<file path="src/rtl/sim_monitor_pkg.sv">
// Shared types for the simulation end-of-test monitor.
// Holds the monitor state and verdict code encodings.
package sim_monitor_pkg;

   typedef enum logic [1:0] {
      ST_IDLE,
      ST_RUN,
      ST_DRAIN,
      ST_DONE
   } mon_state_e;

   typedef enum logic [2:0] {
      FAIL_NONE     = 3'd0,
      FAIL_PC_X     = 3'd1,
      FAIL_SIG_FAIL = 3'd2,
      FAIL_TIMEOUT  = 3'd3,
      FAIL_X0_WRITE = 3'd4
   } fail_code_e;

endpackage

</file>
<file path="src/rtl/sim_monitor_sat_counter.sv">
// Saturating up-counter with synchronous clear.
// Holds at all-ones once reached.
module sat_counter
   import sim_monitor_pkg::*;
#(
   parameter int W = 32
) (
   input  logic         clk,
   input  logic         clr,
   input  logic         inc,
   output logic [W-1:0] q
);

   logic [W-1:0] cnt_q, cnt_d;

   always_comb begin
      cnt_d = cnt_q;
      if (clr)
         cnt_d = '0;
      else if (inc && (cnt_q != '1))
         cnt_d = cnt_q + W'(1);
   end

   always_ff @(posedge clk)
      cnt_q <= cnt_d;

   assign q = cnt_q;

endmodule

</file>
<file path="src/rtl/sim_monitor.sv">
// End-of-test monitor: watches PC, regfile writes and retires, emits a verdict.
// Define SIM_MONITOR_X0_STRICT_EN to make nonzero x0 writes a fatal verdict.
module sim_monitor
   import sim_monitor_pkg::*;
#(
   parameter int unsigned     XLEN           = 64,
   parameter int unsigned     TIMEOUT_CYCLES = 1000,
   parameter int unsigned     DRAIN_CYCLES   = 10,
   parameter int unsigned     SIG_REG        = 31,
   parameter logic [XLEN-1:0] PASS_SIG       = 'h7FF,
   parameter logic [XLEN-1:0] FAIL_SIG       = 'hBAD,
   parameter int unsigned     CNT_W          = 32
) (
   input  logic             clk,
   input  logic             rst,
   input  logic [XLEN-1:0]  pc_f,
   input  logic             rf_we,
   input  logic [4:0]       rf_a3,
   input  logic [XLEN-1:0]  rf_wd3,
   input  logic             retire,
   output logic             done,
   output logic             pass,
   output logic [2:0]       fail_code,
   output logic             dump_req,
   output logic [CNT_W-1:0] cycle_cnt,
   output logic [CNT_W-1:0] retire_cnt,
   output logic [15:0]      x0_viol_cnt
);

   localparam int unsigned CW = (CNT_W > 32) ? CNT_W : 32;
   localparam logic [CW-1:0] TO_LAST = CW'(TIMEOUT_CYCLES - 1);
   localparam logic [31:0] DR_LAST =
      (DRAIN_CYCLES > 0) ? 32'(DRAIN_CYCLES - 1) : 32'd0;

   mon_state_e state_q, state_d;
   fail_code_e code_q, code_d;
   logic       pass_q, pass_d;
   logic       done_q, done_d;
   logic       dump_q, dump_d;
   logic [31:0] drain_q, drain_d;

   logic          active, pc_x, sig_wr, x0_wr, x0_fatal;
   logic          timeout, ev;
   logic [CW-1:0] cyc_ext;

   assign active = (state_q == ST_RUN) || (state_q == ST_DRAIN);
   assign sig_wr = rf_we && (rf_a3 == 5'(SIG_REG));
   assign x0_wr  = rf_we && (rf_a3 == 5'd0) && (rf_wd3 != '0);

`ifdef SYNTHESIS
   assign pc_x = 1'b0;
`else
   assign pc_x = $isunknown(pc_f);
`endif

`ifdef SIM_MONITOR_X0_STRICT_EN
   assign x0_fatal = x0_wr;
`else
   assign x0_fatal = 1'b0;
`endif

   // Counter is zero-extended so a narrow CNT_W never aliases the limit.
   assign cyc_ext = CW'(cycle_cnt);
   assign timeout = (cyc_ext == TO_LAST);

   always_comb begin
      state_d = state_q;
      code_d  = code_q;
      pass_d  = pass_q;
      drain_d = drain_q;
      ev      = 1'b1;
      unique case (state_q)
         ST_IDLE: state_d = ST_RUN;
         ST_RUN: begin
            priority case (1'b1)
               pc_x: begin
                  code_d = FAIL_PC_X;
                  pass_d = 1'b0;
               end
               x0_fatal: begin
                  code_d = FAIL_X0_WRITE;
                  pass_d = 1'b0;
               end
               sig_wr && (rf_wd3 == FAIL_SIG): begin
                  code_d = FAIL_SIG_FAIL;
                  pass_d = 1'b0;
               end
               sig_wr && (rf_wd3 == PASS_SIG): begin
                  code_d = FAIL_NONE;
                  pass_d = 1'b1;
               end
               default: ev = 1'b0;
            endcase
            if (ev) begin
               state_d = (DRAIN_CYCLES == 0) ? ST_DONE : ST_DRAIN;
               drain_d = '0;
            end else if (timeout) begin
               state_d = ST_DONE;
               code_d  = FAIL_TIMEOUT;
               pass_d  = 1'b0;
            end
         end
         ST_DRAIN: begin
            if (drain_q == DR_LAST)
               state_d = ST_DONE;
            else
               drain_d = drain_q + 32'd1;
         end
         ST_DONE: state_d = ST_DONE;
         default: state_d = ST_IDLE;
      endcase
      if (rst) begin
         state_d = ST_IDLE;
         code_d  = FAIL_NONE;
         pass_d  = 1'b0;
         drain_d = '0;
      end
      done_d = (state_d == ST_DONE);
      dump_d = done_d && (state_q != ST_DONE);
   end

   always_ff @(posedge clk) begin
      state_q <= state_d;
      code_q  <= code_d;
      pass_q  <= pass_d;
      done_q  <= done_d;
      dump_q  <= dump_d;
      drain_q <= drain_d;
   end

   sat_counter #(.W(CNT_W)) u_cyc (
      .clk (clk),
      .clr (rst),
      .inc (active),
      .q   (cycle_cnt)
   );

   sat_counter #(.W(CNT_W)) u_ret (
      .clk (clk),
      .clr (rst),
      .inc (active && retire),
      .q   (retire_cnt)
   );

   sat_counter #(.W(16)) u_x0 (
      .clk (clk),
      .clr (rst),
      .inc (active && x0_wr),
      .q   (x0_viol_cnt)
   );

   assign done      = done_q;
   assign pass      = pass_q;
   assign fail_code = code_q;
   assign dump_req  = dump_q;

endmodule

</file>
<file path="config.mk">
export PLATFORM = sky130hd
export DESIGN_NAME = sim_monitor
export DESIGN_NICKNAME = d
export VERILOG_FILES = /design/src/rtl/sim_monitor_pkg.sv /design/src/rtl/sim_monitor_sat_counter.sv /design/src/rtl/sim_monitor.sv
export SDC_FILE = /design/constraint.sdc
export NUM_CORES = 1
export LEC_CHECK = 0
export ABC_AREA = 1
export BUFFER_PORTS_ARGS = -buffer_cell sky130_fd_sc_hd__buf_2
export CELL_PAD_IN_SITES_DETAIL_PLACEMENT = 1
export CELL_PAD_IN_SITES_GLOBAL_PLACEMENT = 2
export CORE_MARGIN = 2
export CORE_UTILIZATION = 24
export CTS_CLUSTER_SIZE = 16
export DETAILED_ROUTE_END_ITERATION = 7
export PLACE_DENSITY = 0.78
export SETUP_SLACK_MARGIN = 0.5
export SYNTH_ARGS = -nofsm -noshare
export SYNTH_HDL_FRONTEND = slang
export SYNTH_SLANG_ARGS = --single-unit
</file>
<file path="constraint.sdc">
create_clock -name clk -period 1.8 [get_ports clk]
set_input_delay 0.09 -clock clk [delete_from_list [all_inputs] [get_ports clk]]
set_output_delay 0.09 -clock clk [all_outputs]
set_load 0.05 [all_outputs]
</file>
**After elaboration in Yosys (flattened, before gate mapping)**

Index checks and enable logic that the tools add are counted.

- Flip-flop bits (word level): 120
- Input bits: 137
- Output and inout port bits: 86
- Word-level logic and storage cells: 64

- Add/sub/neg operators: 4
- Equality and inequality tests: 15
- Muxes and demuxes: 19
- Reductions and logical operators: 17

Operator list:

| cell | count |
|---|---|
| 32-bit by 1-bit adder with 32-bit output, second input constant | 3 |
| 64-bit by 11-bit equality test with 1-bit output, second input constant | 1 |
| 64-bit by 12-bit equality test with 1-bit output, second input constant | 1 |
| 32-bit two-way mux | 2 |
| 32-bit inequality test, second input constant | 2 |
| 32-bit case mux with 2 select lines | 1 |
| 64-bit nonzero test | 1 |
| 32-bit by 10-bit equality test with 1-bit output, second input constant | 1 |
| 32-bit by 4-bit equality test with 1-bit output, second input constant | 1 |
| 16-bit by 1-bit adder with 16-bit output, second input constant | 1 |
| 16-bit inequality test, second input constant | 1 |
| 3-bit two-way mux | 4 |
| 1-bit logical AND | 11 |
| 2-bit two-way mux | 4 |
| 2-bit case mux with 4 select lines | 1 |
| 1-bit two-way mux | 7 |
| 2-bit equality test, second input constant | 3 |
| 5-bit equality test, second input constant | 1 |
| 5-bit logical NOT | 1 |
| 2-bit inequality test, second input constant | 2 |
| 3-bit AND reduction | 1 |
| 2-bit by 1-bit equality test with 1-bit output, second input constant | 1 |
| 2-bit logical NOT | 1 |
| 2-bit by 1-bit inequality test with 1-bit output, second input constant | 1 |
| other kinds (2) | 2 |

**Depth between registers and ports, before layout**

Gate-level depths: netlist of run 1.

- Depth after elaboration: 11
- Gate-level depth with buffers: 14
- Mapped depth without buffers: 14

**Modules after synthesis**

From an unflattened synthesis of run 1, not the netlist that was laid out.

- Cells, all modules: 1381
- Area, all modules: 8328.0 µm²

Modules (own cells, without submodules):

| module | instances | cells an instance | area an instance (µm²) | seq. area each (µm²) |
|---|---|---|---|---|
| sat_counter at u_cyc ... | 2 | 324 | 2062.0 | 640.6 |
| sim_monitor | 1 | 584 | 3274.4 | 800.8 |
| sat_counter at u_x0 | 1 | 149 | 929.6 | 320.3 |

**Worst setup path after synthesis of run 1**

Ideal clock, no wire load.

- Kind: register to register
- Start point: reg u_ret.cnt_q[0] (netlist: u_ret.q[0])
- End point: reg u_ret.cnt_q[0] (netlist: u_ret.q[0])
- Library setup time: 0.149 ns
- Arrival time: 2.114 ns
- Required time: 1.651 ns
- Slack: -0.463 ns
- Stages on the path, launching flop included: 14
- Buffers on the path: 1
- Period minus slack after synthesis: 2.263 ns
- Cells stage by stage: dfxtp_1 > ha_1 > nand3_2 > inv_1 > nand2_1 > nor2_1 > inv_1 > nor2_2 > nand2_1 > nand2_4 > inv_2 > buf_2 > o21ai_1 > a21oi_1

- Word-level cells in the longest chain between the ends: 2
- Elaborated cells on any way between the ends: 3
- Classes of those cells: 1 x add/sub; 1 x eq/ne; 1 x reduce/logical

RTL lines:

| what | RTL line | source |
|---|---|---|
| start: declaration | sim_monitor_sat_counter.sv:14 | `logic [W-1:0] cnt_q, cnt_d;` |
| start signal: assignment | sim_monitor_sat_counter.sv:25 | `cnt_q <= cnt_d;` |
| parallel branches: the longest is 2 deep, another holds 32-bit by 1-bit adder with 32-bit output | n/a |  |

Parallel ways; which one is timed is not known.
A chain may end at the register's enable or synchronous reset.

**Worst setup path in the final report of run 1**

- Start point: reg u_ret.cnt_q[10] (netlist: u_ret.q[10])
- End point: reg u_ret.cnt_q[18] (netlist: u_ret.q[18])

Same word-level chain as after synthesis.

==> metrics.csv, run 1 <==
metric,value,unit
hold_class,in -> reg,
crit_end,u_ret.q[18],
routabilityCongestion,0.8494,
period_needed,1.859,ns
synth_area,7839,um^2
ys_async_sr_fraction,0,%
area_growth_syn_to_layout,76.07,%
irDropWorstVdd,0.0004516,V
rsz0062_at_grt,true,
synth_top_area_cell,dfxtp_1,
crit_slowest_cell,dfxtp_4,
ys_seq_area_share,30.65,%
reg2reg_setup_slack,-0.06,ns
die_h,184.7,um
fin_area,13800,um^2
core,32370,um^2
grt_max_degree,67,
cap_violations,0,
end_kind,register,
clk-insertion-delay-late,0.44,ns
r2r_start,u_ret.q[10],
vias,10200,
status,"complete, but fails checks",
crit_buf_inv,1,
synth-seq-cells,120,
slowest_delay,0.41,ns
placed_cell_area,10390,um^2
synth-edff-count,0,
htreeDepth,4,
fmax,537.8,MHz
place_ws,-0.09397,ns
worst_pin_slew,0.4814,ns
routed_wl,37790,um
track_usage,20.00,%
start_util,24.22,%
clkTransAtPathRegs,0.07,ns
cts_tree,yes,
yosys.area.top_type_share,30.65,%
synth_nets,1435,
ys.warnings.count,0,
setup_slack,-0.05936,ns
die-area,34120,um^2
die_w,184.7,um
drtAntennaViolNets,0,
synth_cells,1289,
root_buffer,clkbuf_16,
fin_skew,0.01904,ns
cp-startpoint,u_ret.q[10],
grt_pass1_vias,10260,
worst_ep_required_time,2.16,ns
cp.depth,11,
rows,66,
grt_pass1_wl,54140,um
violations,setup timing,
cts_made_buffers,17,
first_pass_iters,5,
synth.most_common_cell,nand2_1,
setup_violations,31,
synth_cell_types,38,
dr.first_iter.drc_count,544,
cts_buffer_depth,2,
tns,-0.5253,ns
fin_crit_sh,103.3,%
grt_overflow,0,
p_per_area,500.0,nW/um^2
hold_violations,0,
wl_per_cell,17.98,um
cts_hold_buf,0,
critPathKind,reg -> reg,
dpl.hpwl,23960,um
path_delay_family,simple AND/OR/NAND/NOR gates,
yosys-top-cells-count,"nand2_1 (321), nor2_1 (222), inv_1 (140)",
drive_gt1_share,52.11,%
fin_util,42.64,%
final_cells,2102,
diodes,0,
start_kind,register,
ff2ff_path_depth,11,
drc_errors,0,
worstPathArrival,2.22,ns
routed_via_density,4.852,
grt_antenna_before_repair,1,
crit_chain,nand2_1 -> nor2_2 -> nand4_1 -> nor2_4 -> nand2_4 -> nand2_8 -> nor2_4 -> buf_6 -> nand3_2 -> nand2_1 -> nor2_1,
cts.sinks,120,
placed_cells,1972,
cellLeakagePower,5.756,nW
critical_path.max_fanout,6,
synth-main-ff-cell,dfxtp_1,
yosys-top-cells-area,"dfxtp_1 (31%), nand2_1 (15%), nor2_1 (11%)",
portBuffers,158,
maxSlewViolCount,0,
avgSynthCellArea,6.081,um^2
final_nets,1793,
r2r_end,u_ret.q[18],
slew_headroom,67.90,%
pin_count,223,
[worst register-to-register path: stages (launching register included)]
cell     delay, ns
dfxtp_4       0.41
nand2_1       0.11
nor2_2        0.19
nand4_1       0.20
nor2_4        0.18
nand2_4       0.11
nand2_8       0.17
nor2_4        0.07
buf_6         0.11
nand3_2       0.04
nand2_1       0.06
nor2_1        0.11
[placed cells by master, fill, tap and decap left out, types with 6 or more instances in the layout]
| master | n |
|---|---|
| nor2_1 | 164 |
| buf_4 | 155 |
| nor3_2 | 28 |
| nor2_2 | 37 |
| buf_6 | 45 |
| nor4_2 | 6 |
| dfxtp_4 | 40 |
| clkbuf_16 | 19 |
| nand4_1 | 34 |
| nand3_2 | 25 |
| o21ai_1 | 16 |
| nand2_8 | 9 |
| dfxtp_2 | 44 |
| o21ai_0 | 8 |
| inv_4 | 9 |
| a21oi_2 | 55 |
| clkbuf_4 | 13 |
| xor2_1 | 25 |
| nand2_1 | 231 |
| inv_2 | 22 |
| inv_1 | 110 |
| buf_12 | 16 |
| nor2_4 | 25 |
| nor3_1 | 22 |
| nor3_4 | 17 |
| xnor2_1 | 9 |
| nand3_4 | 9 |
| buf_2 | 134 |
| nand2_4 | 42 |
| nand3_1 | 84 |
| nand2_2 | 47 |
| o21ai_2 | 17 |
| dfxtp_1 | 36 |
| a21oi_1 | 35 |
[worst min-delay path by stage]
stage	startpoint	endpoint	slack, ns	cells past startpoint
after floorplan	rst	state_q[1]	0.24	3
after global placement	u_x0.q[13]	u_x0.q[13]	0.46	2
after detailed placement	fail_code[2]	fail_code[2]	0.47	1
after CTS	rst	u_ret.q[0]	0.15	4
after global routing	rst	u_ret.q[0]	0.18	4
final	rst	u_ret.q[0]	0.17	4
[sequential cells by signal (all words and copies together) (netlist names)]
register,flops
pass,1
drain_q,32
state_q,2
done,1
u_x0.q,16
dump_req,1
fail_code,3
u_cyc.q,32
u_ret.q,32
[where the power goes]
part | leakage, nW | switching (mW) | total (mW) | internal [mW]
clock network | 0.266 | 1.43 | 3.19 | 1.77
registers | 1.02 | 0.0537 | 2.69 | 2.64
logic | 4.47 | 0.585 | 1.02 | 0.431
total | 5.76 | 2.07 | 6.90 | 4.83
[cell type report]
class | count | area, um^2
clock buffers | 18 | 429.2
clock inverters | 14 | 98.84
fillers | 4041 | 18570
inverters | 143 | 596.8
multi-input cells | 992 | 6593
flip-flops and latches | 120 | 2608
well taps | 442 | 553.0
repair buffers | 367 | 2839
repair inverters | 6 | 85.08
[cell families after synthesis]
group / Yosys count / share of synthesized area (%)
buffers and inverters: 179 / 9.306
adder cells (fa/ha/maj): 9 / 1.437
AO/OA/AOI/OAI: 145 / 9.641
XOR/XNOR: 39 / 4.357
flip-flops: 120 / 30.65
AND/OR/NAND/NOR: 797 / 44.61
[per-stage QoR]
step           hold slack [ns]  total power, mW
5_1_grt                 0.1757            7.154
3_3_place_gp            0.4604            3.357
2_1_floorplan           0.2410            3.111
4_1_cts                 0.1501            6.758
3_5_place_dp            0.4663            3.374
6_report                0.1705            6.901
[repair_timing]
item	in CTS	in global routing
resized for setup	271	275
pin swaps	81	101
gates cloned	8	4
buffers inserted	45	41
endpoints found under the setup margin	127	136
[layer usage]
layer / part of all wire, % / global-route usage (%)
met5: 0.029 / 0
met4: 2.4 / 5.746
met3: 3.3 / 2.964
met2: 52 / 36.21
met1: 42 / 24.44
Power figures use the tool's default switching activity.
==> inputs of run 2 (changes only) <==
Settings changed: GPL_TIMING_DRIVEN set to 1, REMOVE_ABC_BUFFERS set to 1.
==> run 2 against run 1 <==
  * The run still ends with setup timing left
  * First-iteration DRC count is 8.8% lower
  * Worst setup slack worse by 0.11 ns
  * Clock power is 13% higher
  * Largest power group unchanged
  * Largest cell class unchanged
==> metrics.csv, run 2 (synthesized netlist as in run 1, its figures left out) <==
metric,value,unit,change
dpl.hpwl,24910,um,"was 23,960 um"
slew_headroom,57.72,%,was 67.90%
drc_errors,0,,unchanged
core,32370,um^2,unchanged
routabilityCongestion,0.8531,,was 0.8494
diodes,0,,unchanged
final_cells,2164,,"was 2,102"
track_usage,21.61,%,was 20.00%
placed_cell_area,10480,um^2,"was 10,390 um^2"
drtAntennaViolNets,0,,unchanged
routed_via_density,4.921,,was 4.852
rows,66,,unchanged
final_cell_mix,"nand2_1 (218), buf_4 (202), nor2_1 (159), inv_1 (115), buf_2 (115)",,"was nand2_1 (231), nor2_1 (164), buf_4 (155), buf_2 (134), inv_1 (110)"
htreeDepth,4,,unchanged
hold_class,in -> reg,,unchanged
fillCellCount,3997,,"was 4,041"
area_growth_syn_to_layout,88.83,%,was 76.07%
grt_max_degree,41,,was 67
status,"complete, but fails checks",,unchanged
layout_commonest_cell,nand2_1,,unchanged
rsz0062_at_grt,true,,unchanged
clkTransAtPathRegs,0.07,ns,about the same
worst_pin_slew,0.6343,ns,was 0.4814 ns
routed_wl,41720,um,"was 37,790 um"
die_h,184.7,um,unchanged
end_kind,register,,unchanged
fin_crit_sh,109.5,%,was 103.3%
fin_skew,0.01690,ns,was 0.01904 ns
cts_made_buffers,17,,unchanged
irDropWorstVdd,0.0005807,V,was 0.0004516 V
cts_tree,yes,,unchanged
start_util,24.22,%,unchanged
maxSlewViolCount,0,,unchanged
root_buffer,clkbuf_16,,unchanged
placed_cells,2040,,"was 1,972"
die-area,34120,um^2,unchanged
portBuffers,158,,unchanged
final_nets,1855,,"was 1,793"
grt_overflow,0,,unchanged
cts_buffer_depth,2,,unchanged
fin_area,14800,um^2,"was 13,800 um^2"
die_w,184.7,um,unchanged
cts.sinks,120,,unchanged
worstPathArrival,2.34,ns,was 2.22 ns
first_pass_iters,5,,unchanged
wl_per_cell,19.28,um,was 17.98 um
cap_violations,0,,unchanged
vias,10650,,"was 10,200"
worst_ep_required_time,2.17,ns,was 2.16 ns
clk-insertion-delay-late,0.44,ns,about the same
grt_pass1_wl,58090,um,"was 54,140 um"
setup_slack,-0.1703,ns,was -0.05936 ns
critical_path.max_fanout,7,,was 6
cellLeakagePower,6.136,nW,was 5.756 nW
critPathKind,reg -> reg,,unchanged
start_kind,register,,unchanged
drive_gt1_share,54.07,%,was 52.11%
hold_violations,0,,unchanged
p_per_area,509.8,nW/um^2,was 500.0 nW/um^2
grt_antenna_before_repair,2,,was 1
grt_pass1_vias,11000,,"was 10,260"
dr.first_iter.drc_count,496,,was 544
setup_violations,88,,was 31
violations,setup timing,,unchanged
period_needed,1.970,ns,was 1.859 ns
cts_hold_buf,0,,unchanged
pin_count,223,,unchanged
fmax,507.5,MHz,was 537.8 MHz
run 2: where the power goes:
group | internal [mW] | switching (mW) | leakage, nW
combinational | 0.537 | 0.674 | 4.86
sequential | 2.68 | 0.0416 | 0.991
clock | 2.07 | 1.54 | 0.286
run 2: per-stage QoR:
step / power [mW] / hold WS (ns) / utilization, % / TNS, ns / worst slack, ns
2_1_floorplan: 3.050 / 0.1591 / - / -61.43 / -1.160
3_3_place_gp: 3.399 / 0.4609 / 32.38 / -4.601 / -0.3049
3_5_place_dp: 3.418 / 0.4745 / 32.38 / -8.801 / -0.4035
4_1_cts: 7.267 / 0.08226 / 39.71 / -0.03191 / -0.01544
5_1_grt: 7.774 / 0.1177 / 45.73 / -11.96 / -0.2394
6_report: 7.547 / 0.09804 / 45.73 / -4.956 / -0.1703
run 2: timing repair:
action,4_1_cts,5_1_grt
endpoints found under the setup margin,140,165
setup buffers,40,37
resized for setup,370,451
cloned,9,6
pin swaps,123,138
run 2: routing by layer:
metal / share of wire, % / wire, um / track usage, %
met1: 40 / 16840 / 25.38
met4: 3.0 / 1268 / 6.571
met5: 0.031 / 13 / 0
met2: 53 / 22080 / 40.00
met3: 3.6 / 1516 / 3.517
run 2: worst paths after layout:
kind         depth (start not counted)          from  slack [ns]      endpoint
min reg2reg                          1  fail_code[2]        0.48  fail_code[2]
min                                  3           rst         0.1   drain_q[16]
max                                 11    drain_q[6]       -0.17    drain_q[2]
max reg2reg                         11    drain_q[6]       -0.17    drain_q[2]
run 2: worst max-delay path, stage by stage, from the launching register on:
cell	delay [ns]
dfxtp_1	0.36
inv_1	0.21
nand4_1	0.13
nor2_1	0.14
nand3_1	0.17
nor2_4	0.18
nor2_4	0.07
nand2_4	0.14
buf_12	0.18
buf_4	0.12
o21ai_2	0.05
nor2_2	0.14
run 2: final cells by class:
cell class / instances / area (um^2) / area share [%]
clock buffers: 18 / 429.2 / 2.899
repair buffers: 432 / 3664 / 24.75
clock inverters: 14 / 163.9 / 1.107
well taps: 442 / 553.0 / 3.736
flip-flops and latches: 120 / 2475 / 16.72
inverters: 143 / 614.3 / 4.150
repair inverters: 3 / 31.28 / 0.2113
multi-input cells: 992 / 6872 / 46.42
